## src/rtl/inst_encoder_pkg.sv

```systemverilog
// Shared definitions for the RV32I instruction encoder: format codes,
// opcode constants, the illegal-format filler word, FSM states, the
// request bundle and small word builders used by the LI expansion.
package inst_enc_pkg;

  localparam logic [2:0] FMT_R    = 3'd0;
  localparam logic [2:0] FMT_I    = 3'd1;
  localparam logic [2:0] FMT_S    = 3'd2;
  localparam logic [2:0] FMT_B    = 3'd3;
  localparam logic [2:0] FMT_U    = 3'd4;
  localparam logic [2:0] FMT_J    = 3'd5;
  localparam logic [2:0] FMT_LI   = 3'd6;
  localparam logic [2:0] FMT_RSVD = 3'd7;

  localparam logic [6:0] OP_LUI   = 7'b0110111;
  localparam logic [6:0] OP_OPIMM = 7'b0010011;

  localparam logic [31:0] NOP_WORD = 32'h0000_0013;

  typedef enum logic [1:0] {
    S_IDLE = 2'd0,  // output register empty
    S_OUT  = 2'd1,  // one word held
    S_LI2  = 2'd2   // first LI word held, ADDI word pending
  } state_t;

  typedef struct packed {
    logic [2:0]  fmt;
    logic [6:0]  opcode;
    logic [4:0]  rd;
    logic [4:0]  rs1;
    logic [4:0]  rs2;
    logic [2:0]  funct3;
    logic [6:0]  funct7;
    logic [31:0] imm;
  } enc_req_t;

  // ADDI rd, rs1, imm12
  function automatic logic [31:0] addi_word(input logic [4:0] rd,
                                            input logic [4:0] rs1,
                                            input logic [11:0] imm12);
    return {imm12, rs1, 3'b000, rd, OP_OPIMM};
  endfunction

  // LUI rd, hi20
  function automatic logic [31:0] lui_word(input logic [4:0] rd,
                                           input logic [19:0] hi20);
    return {hi20, rd, OP_LUI};
  endfunction

endpackage

```

## src/rtl/inst_encoder_imm_packer.sv

```systemverilog
// Immediate scatter and range check for the I/S/B/U/J formats.
// Produces only the immediate bits in their instruction positions (all other
// bit positions zero); the top ORs in the register/opcode fields.
module imm_packer
  import inst_enc_pkg::*;
(
  input  logic [2:0]  fmt,
  input  logic [31:0] imm,
  output logic [31:0] imm_bits,
  output logic        range_err
);

  // A value fits an N-bit signed field when bits [31:N-1] are all equal.
  logic fits12, fits13, fits21;

  assign fits12 = (&imm[31:11]) | ~(|imm[31:11]);
  assign fits13 = (&imm[31:12]) | ~(|imm[31:12]);
  assign fits21 = (&imm[31:20]) | ~(|imm[31:20]);

  // Scatter immediate bits per format; encoding always uses the truncated
  // low bits even when the range check fails.
  always_comb begin
    imm_bits  = '0;
    range_err = 1'b0;
    case (fmt)
      FMT_I: begin
        imm_bits  = {imm[11:0], 20'b0};
        range_err = ~fits12;
      end
      FMT_S: begin
        imm_bits  = {imm[11:5], 13'b0, imm[4:0], 7'b0};
        range_err = ~fits12;
      end
      FMT_B: begin
        imm_bits  = {imm[12], imm[10:5], 13'b0, imm[4:1], imm[11], 7'b0};
        range_err = ~fits13 | imm[0];
      end
      FMT_U: begin
        imm_bits  = {imm[31:12], 12'b0};
        range_err = |imm[11:0];
      end
      FMT_J: begin
        imm_bits  = {imm[20], imm[10:1], imm[11], imm[19:12], 12'b0};
        range_err = ~fits21 | imm[0];
      end
      default: ;
    endcase
  end

endmodule

```

## src/rtl/inst_encoder.sv

```systemverilog
// Streaming RV32I instruction encoder with valid/ready on both sides.
// One output register stage: accepted request appears on the next cycle and
// is held while the consumer stalls. Optional LI pseudo-instruction expansion
// (LUI+ADDI) is built when INST_ENCODER_PSEUDO_LI_EN is defined; otherwise
// fmt=6 is treated like the reserved format.
module inst_encoder #(
  parameter int          XLEN     = 32,
  parameter logic [31:0] NOP_WORD = inst_enc_pkg::NOP_WORD
) (
  input  logic            clk,
  input  logic            rst,
  input  logic            in_valid,
  output logic            in_ready,
  input  logic [2:0]      in_fmt,
  input  logic [6:0]      in_opcode,
  input  logic [4:0]      in_rd,
  input  logic [4:0]      in_rs1,
  input  logic [4:0]      in_rs2,
  input  logic [2:0]      in_funct3,
  input  logic [6:0]      in_funct7,
  input  logic [XLEN-1:0] in_imm,
  output logic            out_valid,
  input  logic            out_ready,
  output logic [XLEN-1:0] out_inst,
  output logic            out_err
);
  import inst_enc_pkg::*;

  enc_req_t    req;
  state_t      state, state_nx;
  logic [31:0] imm_bits;
  logic        imm_err;
  logic [31:0] reg_bits;
  logic [31:0] first_inst;
  logic        first_err;
  logic        accept;
  logic        load_first;

  assign req = '{fmt: in_fmt, opcode: in_opcode, rd: in_rd, rs1: in_rs1,
                 rs2: in_rs2, funct3: in_funct3, funct7: in_funct7,
                 imm: in_imm};

  imm_packer u_imm_packer (
    .fmt       (req.fmt),
    .imm       (req.imm),
    .imm_bits  (imm_bits),
    .range_err (imm_err)
  );

`ifdef INST_ENCODER_PSEUDO_LI_EN
  logic [31:0] li_sum;
  logic        li_small;
  logic        li_two;
  logic [31:0] second_inst;
  logic [31:0] pend_inst;
  logic        load_second;

  // hi is the rounded upper part so that LUI hi + sext(lo) == imm.
  assign li_sum   = req.imm + 32'h0000_0800;
  assign li_small = (&req.imm[31:11]) | ~(|req.imm[31:11]);
`endif

  // Build the first (or only) word for the incoming request.
  always_comb begin
    reg_bits   = '0;
    first_inst = NOP_WORD;
    first_err  = 1'b1;
`ifdef INST_ENCODER_PSEUDO_LI_EN
    li_two      = 1'b0;
    second_inst = '0;
`endif
    case (req.fmt)
      FMT_R:        reg_bits = {req.funct7, req.rs2, req.rs1, req.funct3,
                                req.rd, req.opcode};
      FMT_I:        reg_bits = {12'b0, req.rs1, req.funct3, req.rd, req.opcode};
      FMT_S, FMT_B: reg_bits = {7'b0, req.rs2, req.rs1, req.funct3, 5'b0,
                                req.opcode};
      FMT_U, FMT_J: reg_bits = {20'b0, req.rd, req.opcode};
      default:      reg_bits = '0;
    endcase
    if (req.fmt <= FMT_J) begin
      first_inst = reg_bits | imm_bits;
      first_err  = imm_err;
    end
`ifdef INST_ENCODER_PSEUDO_LI_EN
    if (req.fmt == FMT_LI) begin
      first_err   = 1'b0;
      second_inst = addi_word(req.rd, req.rd, req.imm[11:0]);
      if (li_small) begin
        first_inst = addi_word(req.rd, 5'd0, req.imm[11:0]);
      end else begin
        first_inst = lui_word(req.rd, li_sum[31:12]);
        li_two     = |req.imm[11:0];
      end
    end
`endif
  end

  // FSM state register.
  always_ff @(posedge clk) begin
    if (rst) state <= S_IDLE;
    else     state <= state_nx;
  end

  // Next state, handshake and output-register load enables.
  always_comb begin
    state_nx   = state;
    load_first = 1'b0;
`ifdef INST_ENCODER_PSEUDO_LI_EN
    load_second = 1'b0;
`endif
    in_ready = (state == S_IDLE) || (state == S_OUT && out_ready);
    accept   = in_valid && in_ready;
    case (state)
      S_IDLE, S_OUT: begin
        if (accept) begin
          load_first = 1'b1;
          state_nx   = S_OUT;
`ifdef INST_ENCODER_PSEUDO_LI_EN
          if (li_two) state_nx = S_LI2;
`endif
        end else if (state == S_OUT && out_ready) begin
          state_nx = S_IDLE;
        end
      end
`ifdef INST_ENCODER_PSEUDO_LI_EN
      S_LI2: begin
        if (out_ready) begin
          load_second = 1'b1;
          state_nx    = S_OUT;
        end
      end
`endif
      default: state_nx = S_IDLE;
    endcase
  end

  // Output register: holds the presented word until the consumer takes it.
  always_ff @(posedge clk) begin
    if (rst) begin
      out_inst <= '0;
      out_err  <= 1'b0;
    end else if (load_first) begin
      out_inst <= first_inst;
      out_err  <= first_err;
`ifdef INST_ENCODER_PSEUDO_LI_EN
    end else if (load_second) begin
      out_inst <= pend_inst;
      out_err  <= 1'b0;
`endif
    end
  end

`ifdef INST_ENCODER_PSEUDO_LI_EN
  // Pending ADDI half of a two-word LI, captured with the LUI word.
  always_ff @(posedge clk) begin
    if (rst)             pend_inst <= '0;
    else if (load_first) pend_inst <= second_inst;
  end
`endif

  assign out_valid = (state != S_IDLE);

endmodule

```

## config.mk

```make
export PLATFORM = sky130hd
export DESIGN_NAME = inst_encoder
export DESIGN_NICKNAME = d
export VERILOG_FILES = /design/src/rtl/inst_encoder_pkg.sv /design/src/rtl/inst_encoder_imm_packer.sv /design/src/rtl/inst_encoder.sv
export SDC_FILE = /design/constraint.sdc
export NUM_CORES = 1
export LEC_CHECK = 0
export ABC_AREA = 1
export ABC_CLOCK_PERIOD_IN_PS = 1600
export BUFFER_PORTS_ARGS = -buffer_cell sky130_fd_sc_hd__buf_2
export CORE_MARGIN = 8
export CORE_UTILIZATION = 46
export CTS_CLUSTER_SIZE = 16
export DETAILED_ROUTE_END_ITERATION = 8
export PLACE_DENSITY = 0.8
export SLEW_MARGIN = 20
export SYNTH_ARGS = -nofsm -noshare
export SYNTH_HDL_FRONTEND = slang
export SYNTH_SLANG_ARGS = --single-unit
```

## constraint.sdc

```tcl
create_clock -name clk -period 1.6 [get_ports clk]
set_input_delay 0.32 -clock clk [delete_from_list [all_inputs] [get_ports clk]]
set_output_delay 0.32 -clock clk [all_outputs]
set_load 0.02 [all_outputs]
```

==> metrics.csv, run 1 <==
metric;value;unit
path_class;input port to flip-flop;
switching_power;0.640;mW
cp_cell_sequence;buf_2, inv_4, ha_1, nand2_4, buf_4, nand3_1, nand2_1, nand2_1, a21oi_1;
cap_violations;0;
initial_core_util;0.481;
hpwlAfterDp;5750;um
detail_route.vias_per_cell;5.05;
syn_nets;430;
grt_pass1_vias;2542;
critical_path_depth;9;
yosysTopAreaCell;dfxtp_1;
io_pins;106;
wl_per_cell;13.4;um
fp.dieArea;7050;um^2
cts_hold_buf;0;
n_antenna_cell;0;
rr_endpoint;out_inst[2];
p_int;1.43;mW
cp_data_arrival_time;1510;ps
yosysUniqueCellTypes;26;
whs;277;ps
clock_latency;280;ps
dieHeight;83.9;um
crit_path_top_delay_cell;ha_1;
netlist_area;2120;um^2
syn_avg_cell_area;5.96;um^2
vias;2617;
path_max_fanout;10;
critPathLaunchType;input port;
worst_slack;308;ps
syn_inst;356;
comb_power_share;0.269;
core;4410;um^2
worst-path-buf-inv;3;
crit_start;in_fmt[1];
ys.flop_type;dfxtp_1;
ys_warn_count;0;
ys_seq_area_frac;0.321;
clock_skew;4.11;ps
fmax;774;MHz
post-route-drc-count;0;
cts_tree;yes;
fin_total_pwr;2.07;mW
post_cts_resized;0;
die_x;83.9;um
hold_viol_final;0;
cts_buffers;5;
cp_common_cell;nand2_1;
power_density;731;nW/um^2
synthTopCellsByArea;dfxtp_1 (32%), nand2_1 (31%), nor2_1 (6.7%), a21oi_1 (5.7%), nand3_1 (3.3%);
drv_slew;0;
cts_max_level;2;
reg2regPathDepth;7;
finalNetCount;541;
drtIter0Drc;163;
synth_commonest_cells;nand2_1 (174), nor2_1 (38), dfxtp_1 (34);
grt_max_degree;29;
grt_usage;0.187;
grt-ovfl-total;0;
tns;0;ps
drt_first_pass_iters;5;
std_cell_rows;24;
grt_setup_unrepaired;no;
r2r_slack;350;ps
max_stage_delay;320;ps
clock_sinks;34;
slew_headroom;0.794;
ctsLongestPathBuffers;2;
worst_pin_slew;307;ps
synthArstFlopShare;0;
postCtsSetupBuffers;0;
dpl_worst_slack;47.8;ps
endpoint_kind;flip-flop;
setup_viol_count_final;0;
r2r_start;state[0];
grt_first_pass_wirelength;11200;um
antenna_found_initial;0;
clk_pin_slew;60;ps
status;finished clean;
min_period;1290;ps
min_period_over_period;0.807;
wirelength;6960;um
synth_edf_count;0;
ir_drop;0.580;mV
clkPwrFrac;0.291;
seqPwrFrac;0.439;
nFillCells;438;
drtAntennaViolNets;0;
cpLargestDelayFamily;simple AND/OR/NAND/NOR gates;
fin_util;0.642;
power.leakage;1.50;nW
hold_path_class;input port to flip-flop;
ys_seq_elements;34;
required;1820;ps
place.gp.congestion;0.855;
swShare;0.309;
crit_path_end;out_inst[14];
numPortBuffers;105;
yosysTopAreaCellShare;0.321;
drive_gt1_frac;0.300;
synth_most_common_cell;nand2_1;
root_buffer;clkbuf_8;
area_growth_syn_to_layout;33.5;%
==> state kept, by name (all words and copies together), names as in the netlist <==
signal    cells
out_inst     32
out_err       1
state         1
==> metal layers <==
layer / wire [um] / global-route usage
met5: 0 / 0
met4: 43 / 0.0408
met3: 751 / 0.0674
met2: 3220 / 0.313
met1: 2940 / 0.221
==> worst reg2reg max path, delay by kind of cell, from the launching register on <==
family                 cells  cell delay (ps)
DFF                        1              310
buffers and inverters      1               80
AOI/OAI and AO/OA          1              110
and+or+nand+nor            5              690
==> placed cells by master (no fill, tap or decap), drive strengths merged <==
| cell | Yosys | routed |
|---|---|---|
| a21oi | 31 | 31 |
| a22oi | 4 | 4 |
| buf | 7 | 116 |
| clkbuf | 5 | 6 |
| dfxtp | 34 | 34 |
| ha | 3 | 3 |
| inv | 19 | 19 |
| nand2 | 178 | 178 |
| nand3 | 14 | 14 |
| nand4 | 3 | 3 |
| nor2 | 41 | 41 |
| nor3 | 2 | 2 |
| o211ai | 3 | 3 |
| o21ai | 11 | 11 |
| o22ai | 1 | 1 |
==> stage by stage <==
| stage | instance area (um^2) | cells |
|---|---|---|
| 3_3_place_gp | 2750 | 512 |
| 3_5_place_dp | 2750 | 512 |
| 5_1_grt | 2830 | 518 |
| 6_report | 2830 | 518 |
| 2_1_floorplan | 2120 | 356 |
| 4_1_cts | 2830 | 518 |
==> power by group through the flow <==
stage	logic [mW]	registers, mW	clock network, mW
4_1_cts	0.560	0.909	0.617
2_1_floorplan	0.265	0.977	0
3_3_place_gp	0.553	0.928	0
6_report	0.558	0.911	0.604
3_5_place_dp	0.558	0.927	0
5_1_grt	0.619	0.914	0.652
==> worst min path at each step <==
stage                  from           end  slack, ps  depth (start not counted)
3_3_place_gp   out_inst[17]  out_inst[17]        450                          2
2_1_floorplan  in_opcode[0]   out_inst[0]        460                          2
3_5_place_dp   out_inst[12]  out_inst[12]        450                          2
4_1_cts        in_opcode[3]   out_inst[3]        270                          3
6_report       in_opcode[3]   out_inst[3]        280                          3
5_1_grt        in_opcode[1]   out_inst[1]        290                          3
==> layout make-up <==
type                       instances  area, um^2  share of cell area
timing repair buffer             116         633               0.223
tap                               52        65.1              0.0230
inverter                          19        73.8              0.0260
multi-input combinational        291        1300               0.458
sequential                        34         681               0.240
clock buffer                       6        82.6              0.0291
==> cells by family after synthesis <==
| group | after synthesis | synth area share |
|---|---|---|
| fa+ha+maj | 3 | 0.0177 |
| buf+inv | 31 | 0.0678 |
| flops | 34 | 0.321 |
| compound gates | 50 | 0.143 |
| simple gates | 238 | 0.451 |
Power figures use the tool's default switching activity.
==> inputs of run 2 (changes only) <==
- ABC_AREA: 1 -> 0
- ABC_CLOCK_PERIOD_IN_PS: 1600 -> 1200
- CORE_UTILIZATION: 46 -> 45
- clock period: 1.6 -> 1.2 ns (I/O delays scaled with it)
==> metrics.csv, run 2 <==
metric;value;unit;change
synth_xor_area_frac;0.00438;;was 0
ir_drop;0.617;mV;was 0.580 mV
largestRegisters;out_inst (32), out_err (1), state (1);;unchanged
drv_slew;0;;unchanged
wl_per_cell;18.2;um;was 13.4 um
drt_first_pass_iters;7;;was 5
largest_reg_flops;32;;unchanged
min_period;1220;ps;
ys_seq_elements;34;;unchanged
tns;-37.9;ps;was 0 ps
min_period_over_period;1.02;;
path_class;input port to flip-flop;;unchanged
grt_setup_unrepaired;yes;;was no
yosysTopAreaCellShare;0.341;;was 0.321
clock_sinks;34;;unchanged
grt_usage;0.215;;was 0.187
synth_compound_area_frac;0.356;;was 0.143
netlist_area;2000;um^2;was 2120 um^2
muxShareOfSynthArea;0.0313;;was 0
cpLargestDelayFamily;compound AO/OA/AOI/OAI gates;;was simple AND/OR/NAND/NOR gates
die_x;82.6;um;was 83.9 um
required;1390;ps;was 1820 ps
vias;2487;;was 2617
hold_path_class;input port to flip-flop;;unchanged
synth_commonest_cells;dfxtp_1 (34), a22oi_1 (32), nor2_1 (19);;was nand2_1 (174), nor2_1 (38), dfxtp_1 (34)
synth_edf_count;0;;unchanged
ys.flop_type;dfxtp_1;;unchanged
failed_checks;setup timing;;
wirelength;7760;um;was 6960 um
cp_common_cell;buf_4;;was nand2_1
fp.dieArea;6830;um^2;was 7050 um^2
synth_most_common_cell;dfxtp_1;;was nand2_1
yosysUniqueCellTypes;45;;was 26
placed_cells;418;;was 512
cts_buffers;5;;unchanged
ctsLongestPathBuffers;2;;unchanged
slew_headroom;0.694;;was 0.794
ys_seq_area_frac;0.341;;was 0.321
synth_top_family_by_area;compound AO/OA/AOI/OAI gates;;was simple AND/OR/NAND/NOR gates
critPathLaunchType;input port;;unchanged
worst_pin_slew;458;ps;was 307 ps
cap_violations;0;;unchanged
cts_max_level;2;;unchanged
core;4320;um^2;was 4410 um^2
grt_max_degree;14;;was 29
synthAdderAreaFrac;0.0188;;was 0.0177
power_density;934;nW/um^2;was 731 nW/um^2
max_stage_delay;270;ps;was 320 ps
grt_first_pass_wirelength;11500;um;was 11200 um
syn_avg_cell_area;8.80;um^2;was 5.96 um^2
detail_route.vias_per_cell;5.82;;was 5.05
clock_skew;7.53;ps;was 4.11 ps
std_cell_rows;24;;unchanged
status;complete, but fails checks;;was finished clean
synthArstFlopShare;0;;unchanged
grt_pass1_vias;2437;;was 2542
setup_viol_count_final;3;;was 0
final_cell_mix;buf_2 (98), buf_4 (48), dfxtp_1 (33);;was nand2_1 (174), buf_2 (105), nor2_1 (38)
dieHeight;82.6;um;was 83.9 um
synthSimpleGateAreaFrac;0.181;;was 0.451
layout_commonest_cell;buf_2;;was nand2_1
grt-ovfl-total;0;;unchanged
clk_pin_slew;70;ps;was 60 ps
n_antenna_cell;0;;unchanged
root_buffer;clkbuf_8;;unchanged
cp_data_arrival_time;1410;ps;was 1510 ps
post-route-drc-count;0;;unchanged
worst_slack;-22.7;ps;was 308 ps
io_pins;106;;unchanged
clock_latency;290;ps;was 280 ps
hold_viol_final;0;;unchanged
worst-path-buf-inv;3;;unchanged
fin_cells;427;;was 518
synthTopCellsByArea;dfxtp_1 (34%), a22oi_1 (12%), a22o_1 (7.9%), nor2_1 (3.6%), a22o_2 (3.5%);;was dfxtp_1 (32%), nand2_1 (31%), nor2_1 (6.7%), a21oi_1 (5.7%), nand3_1 (3.3%)
drive_gt1_frac;0.573;;was 0.300
cts_tree;yes;;unchanged
syn_nets;301;;was 430
ys_warn_count;0;;unchanged
fmax;818;MHz;
antenna_found_initial;0;;unchanged
path_max_fanout;11;;was 10
initial_core_util;0.462;;was 0.481
cp_cell_sequence;buf_4, ha_4, buf_4, inv_4, a22oi_1, o21ai_1, a22o_1;;was buf_2, inv_4, ha_1, nand2_4, buf_4, nand3_1, nand2_1, nand2_1, a21oi_1
drtIter0Drc;188;;was 163
crit_path_top_delay_cell;ha_4;;was ha_1
syn_inst;227;;was 356
drtAntennaViolNets;0;;unchanged
endpoint_kind;flip-flop;;unchanged
hpwlAfterDp;5840;um;was 5750 um
place.gp.congestion;0.917;;was 0.855
numPortBuffers;105;;unchanged
area_growth_syn_to_layout;61.7;%;was 33.5%
finalNetCount;448;;was 541
yosysTopAreaCell;dfxtp_1;;unchanged
fin_util;0.747;;was 0.642
max_flop_register;out_inst;;unchanged
power.leakage;1.48;nW;was 1.50 nW
run 2: final timing paths:
kind | startpoint | slack [ps] | endpoint | depth (start not counted)
worst max-delay path | in_fmt[2] | -20 | out_inst[22] | 7
worst min-delay path | in_valid | 200 | state[0] | 3
worst max register to register | state[0] | 40 | out_inst[24] | 6
worst min register to register | out_inst[15] | 440 | out_inst[15] | 2
run 2: worst reg2reg max path, cell delays in order (launching register included):
cell      delay, ps
dfxtp_4         360
nand2b_4         70
and2_4          160
nand2b_4         90
nor2_4           50
buf_12          130
a22o_1          190
run 2: area by class of cell:
cell class / instances / area (um^2)
clock inverter: 2 / 10.0
sequential: 34 / 684
multi-input combinational: 172 / 1350
timing repair buffer: 157 / 1020
inverter: 4 / 27.5
fill: 310 / 1090
clock buffer: 6 / 72.6
tap: 52 / 65.1
run 2: through the flow:
stage / hold slack (ps) / power, mW / cell area (um^2) / setup slack, ps
detailed placement: 441 / 2.13 / 2960 / -453
CTS: 193 / 2.98 / 3140 / -9.16
global route: 201 / 3.16 / 3230 / -52.0
global placement: 435 / 2.11 / 2960 / -425
finish: 197 / 3.02 / 3230 / -22.7
floorplan: 359 / 1.73 / 2100 / -198
run 2: logic make-up (layout without fill, tap and decap cells):
kind of cell / after synthesis / after routing
AOI/OAI and AO/OA: 95 / 95
and+or+nand+nor: 68 / 68
DFF: 34 / 34
buffers and inverters: 21 / 169
muxes: 5 / 5
adders and majority gates: 3 / 3
xor gates and xnor gates: 1 / 1
run 2: what timing repair did:
item,CTS,global route
gates resized for setup,21,24
hold buffers,0,0
endpoints found under the setup margin,34,27
pin swaps,7,12
buffers inserted,2,1
run 2: power breakdown:
group | total (mW) | switching [mW] | internal, mW
sequential | 1.22 | 0.0327 | 1.19
clock | 0.823 | 0.421 | 0.402
combinational | 0.978 | 0.506 | 0.472
run 2: routing by layer:
layer | track usage | part of all wire | vias to the layer above
met3 | 0.0541 | 0.081 | 23
li1 | - | - | 1178
met1 | 0.251 | 0.38 | 1152
met4 | 0.100 | 0.029 | 0
met2 | 0.361 | 0.51 | 134
met5 | 0 | 0 | -
==> inputs of run 3 (changes only) <==
- CORE_UTILIZATION: 45 -> 44
- PLACE_DENSITY: 0.8 -> unset
- PLACE_DENSITY_LB_ADDON: unset -> 0.12
==> metrics.csv, run 3 (synthesis gave the netlist of run 2 again) <==
metric;value;unit;change
critPathLaunchType;flip-flop;;was input port
n_antenna_cell;0;;unchanged
root_buffer;clkbuf_8;;unchanged
stdcell_area;3090;um^2;was 3230 um^2
grt_usage;0.190;;was 0.215
setup_viol_count_final;0;;was 3
dieHeight;83.4;um;was 82.6 um
drtIter0Drc;100;;was 188
status;finished clean;;was complete, but fails checks
post-route-drc-count;0;;unchanged
hold_viol_final;0;;unchanged
area_growth_syn_to_layout;54.7;%;was 61.7%
drive_gt1_frac;0.552;;was 0.573
slew_headroom;0.734;;was 0.694
clk_pin_slew;80;ps;was 70 ps
ctsLongestPathBuffers;2;;unchanged
min_to;out_inst[5];;was state[0]
r2r_start;state[0];;unchanged
hpwlAfterDp;5610;um;was 5840 um
ir_drop;0.555;mV;was 0.617 mV
cap_violations;0;;unchanged
wl_met3;459;um;was 627 um
cts_tree;yes;;unchanged
grt-ovfl-total;0;;unchanged
path_max_fanout;10;;was 11
power.leakage;1.43;nW;was 1.48 nW
cts_max_level;2;;unchanged
grt_first_pass_wirelength;11200;um;was 11500 um
initial_core_util;0.459;;was 0.462
path_class;flip-flop to flip-flop;;was input port to flip-flop
place.gp.congestion;0.887;;was 0.917
power_density;981;nW/um^2;was 934 nW/um^2
required;1390;ps;about the same
cts_buffers;5;;unchanged
tns;0;ps;was -37.9 ps
dr_wl_met2;3460;um;was 3930 um
hold_path_class;input port to flip-flop;;unchanged
wirelength;6940;um;was 7760 um
dpl_worst_slack;-468;ps;was -453 ps
cp_data_arrival_time;1380;ps;was 1410 ps
drtAntennaViolNets;0;;unchanged
antenna_found_initial;0;;unchanged
detail_route.vias_per_cell;5.62;;was 5.82
min_period_over_period;0.987;;was 1.02
numPortBuffers;105;;unchanged
drt_first_pass_iters;4;;was 7
clock_latency;300;ps;was 290 ps
largest_reg_flops;32;;unchanged
cts_hold_buf;0;;unchanged
top_layer_used;met4;;unchanged
final_cell_mix;buf_2 (103), buf_4 (42), dfxtp_1 (33);;was buf_2 (98), buf_4 (48), dfxtp_1 (33)
grt_pass1_vias;2406;;was 2437
r2r_slack;20;ps;was 40 ps
wl_met1;2900;um;was 2980 um
fp.dieArea;6950;um^2;was 6830 um^2
vias;2362;;was 2487
clock_skew;7.98;ps;was 7.53 ps
std_cell_rows;24;;unchanged
rr_endpoint;out_inst[27];;was out_inst[24]
grt_setup_unrepaired;yes;;unchanged
whs_path_depth;3;;unchanged
layout_commonest_cell;buf_2;;unchanged
io_pins;106;;unchanged
worst_slack;15.8;ps;was -22.7 ps
hold_start;in_opcode[5];;was in_valid
grt_max_degree;13;;was 14
drv_slew;0;;unchanged
largestRegisters;out_inst (32), out_err (1), state (1);;unchanged
core;4350;um^2;was 4320 um^2
reg2regPathDepth;6;;unchanged
worst_pin_slew;395;ps;was 458 ps
finalNetCount;441;;was 448
endpoint_kind;flip-flop;;unchanged
wl_per_cell;16.5;um;was 18.2 um
fmax;844;MHz;was 818 MHz
min_period;1180;ps;was 1220 ps
clock_sinks;34;;unchanged
max_flop_register;out_inst;;unchanged
die_x;83.4;um;was 82.6 um
place_area;2880;um^2;was 2960 um^2
==> run 3: final cells by class <==
class	count	area (um^2)
sequential	34	684
clock inverter	2	12.5
clock buffer	6	82.6
tap	52	65.1
fill	358	1260
inverter	4	25.0
multi-input combinational	172	1320
timing repair buffer	150	901
==> run 3: worst max path at each step <==
stage / startpoint / endpoint / slack (ps) / depth (start not counted)
2_1_floorplan: in_fmt[2] / out_inst[2] / -200 / 8
3_3_place_gp: in_fmt[1] / out_inst[2] / -450 / 5
3_5_place_dp: in_fmt[1] / out_inst[2] / -470 / 5
4_1_cts: in_fmt[2] / out_inst[22] / 3 / 7
5_1_grt: state[0] / out_inst[27] / -30 / 6
6_report: state[0] / out_inst[27] / 20 / 6
==> run 3: layer usage <==
layer,up-vias,global-route usage
met5,-,0
met4,0,0.0687
met3,11,0.0498
met2,77,0.319
met1,1106,0.225
li1,1168,-
==> run 3: repair_timing <==
item | in CTS | in global routing
pin swaps | 0 | 12
setup buffers | 0 | 1
endpoints found under the setup margin | 33 | 27
resized for setup | 12 | 17
gates cloned | 0 | 0
==> run 3: worst max-delay path, stage by stage, from the launching register on <==
cell and delay, ps:
dfxtp_4 360, nand2b_4 70, and2_4 190, nand2b_4 90, nor2_4 40, buf_12 130
a22o_1 200
==> run 3: report_power, final <==
group | internal, mW | total, mW | switching (mW)
sequential | 1.19 | 1.22 | 0.0297
combinational | 0.434 | 0.908 | 0.474
clock | 0.461 | 0.909 | 0.448
total | 2.08 | 3.03 | 0.951
==> run 3: stage by stage <==
step	hold WS (ps)	total power, mW	utilization	cells
after floorplan	359	1.73	-	227
after global placement	434	2.08	0.661	411
after detailed placement	443	2.09	0.661	411
after CTS	193	3.02	0.691	419
after global routing	219	3.18	0.710	420
final	216	3.03	0.710	420
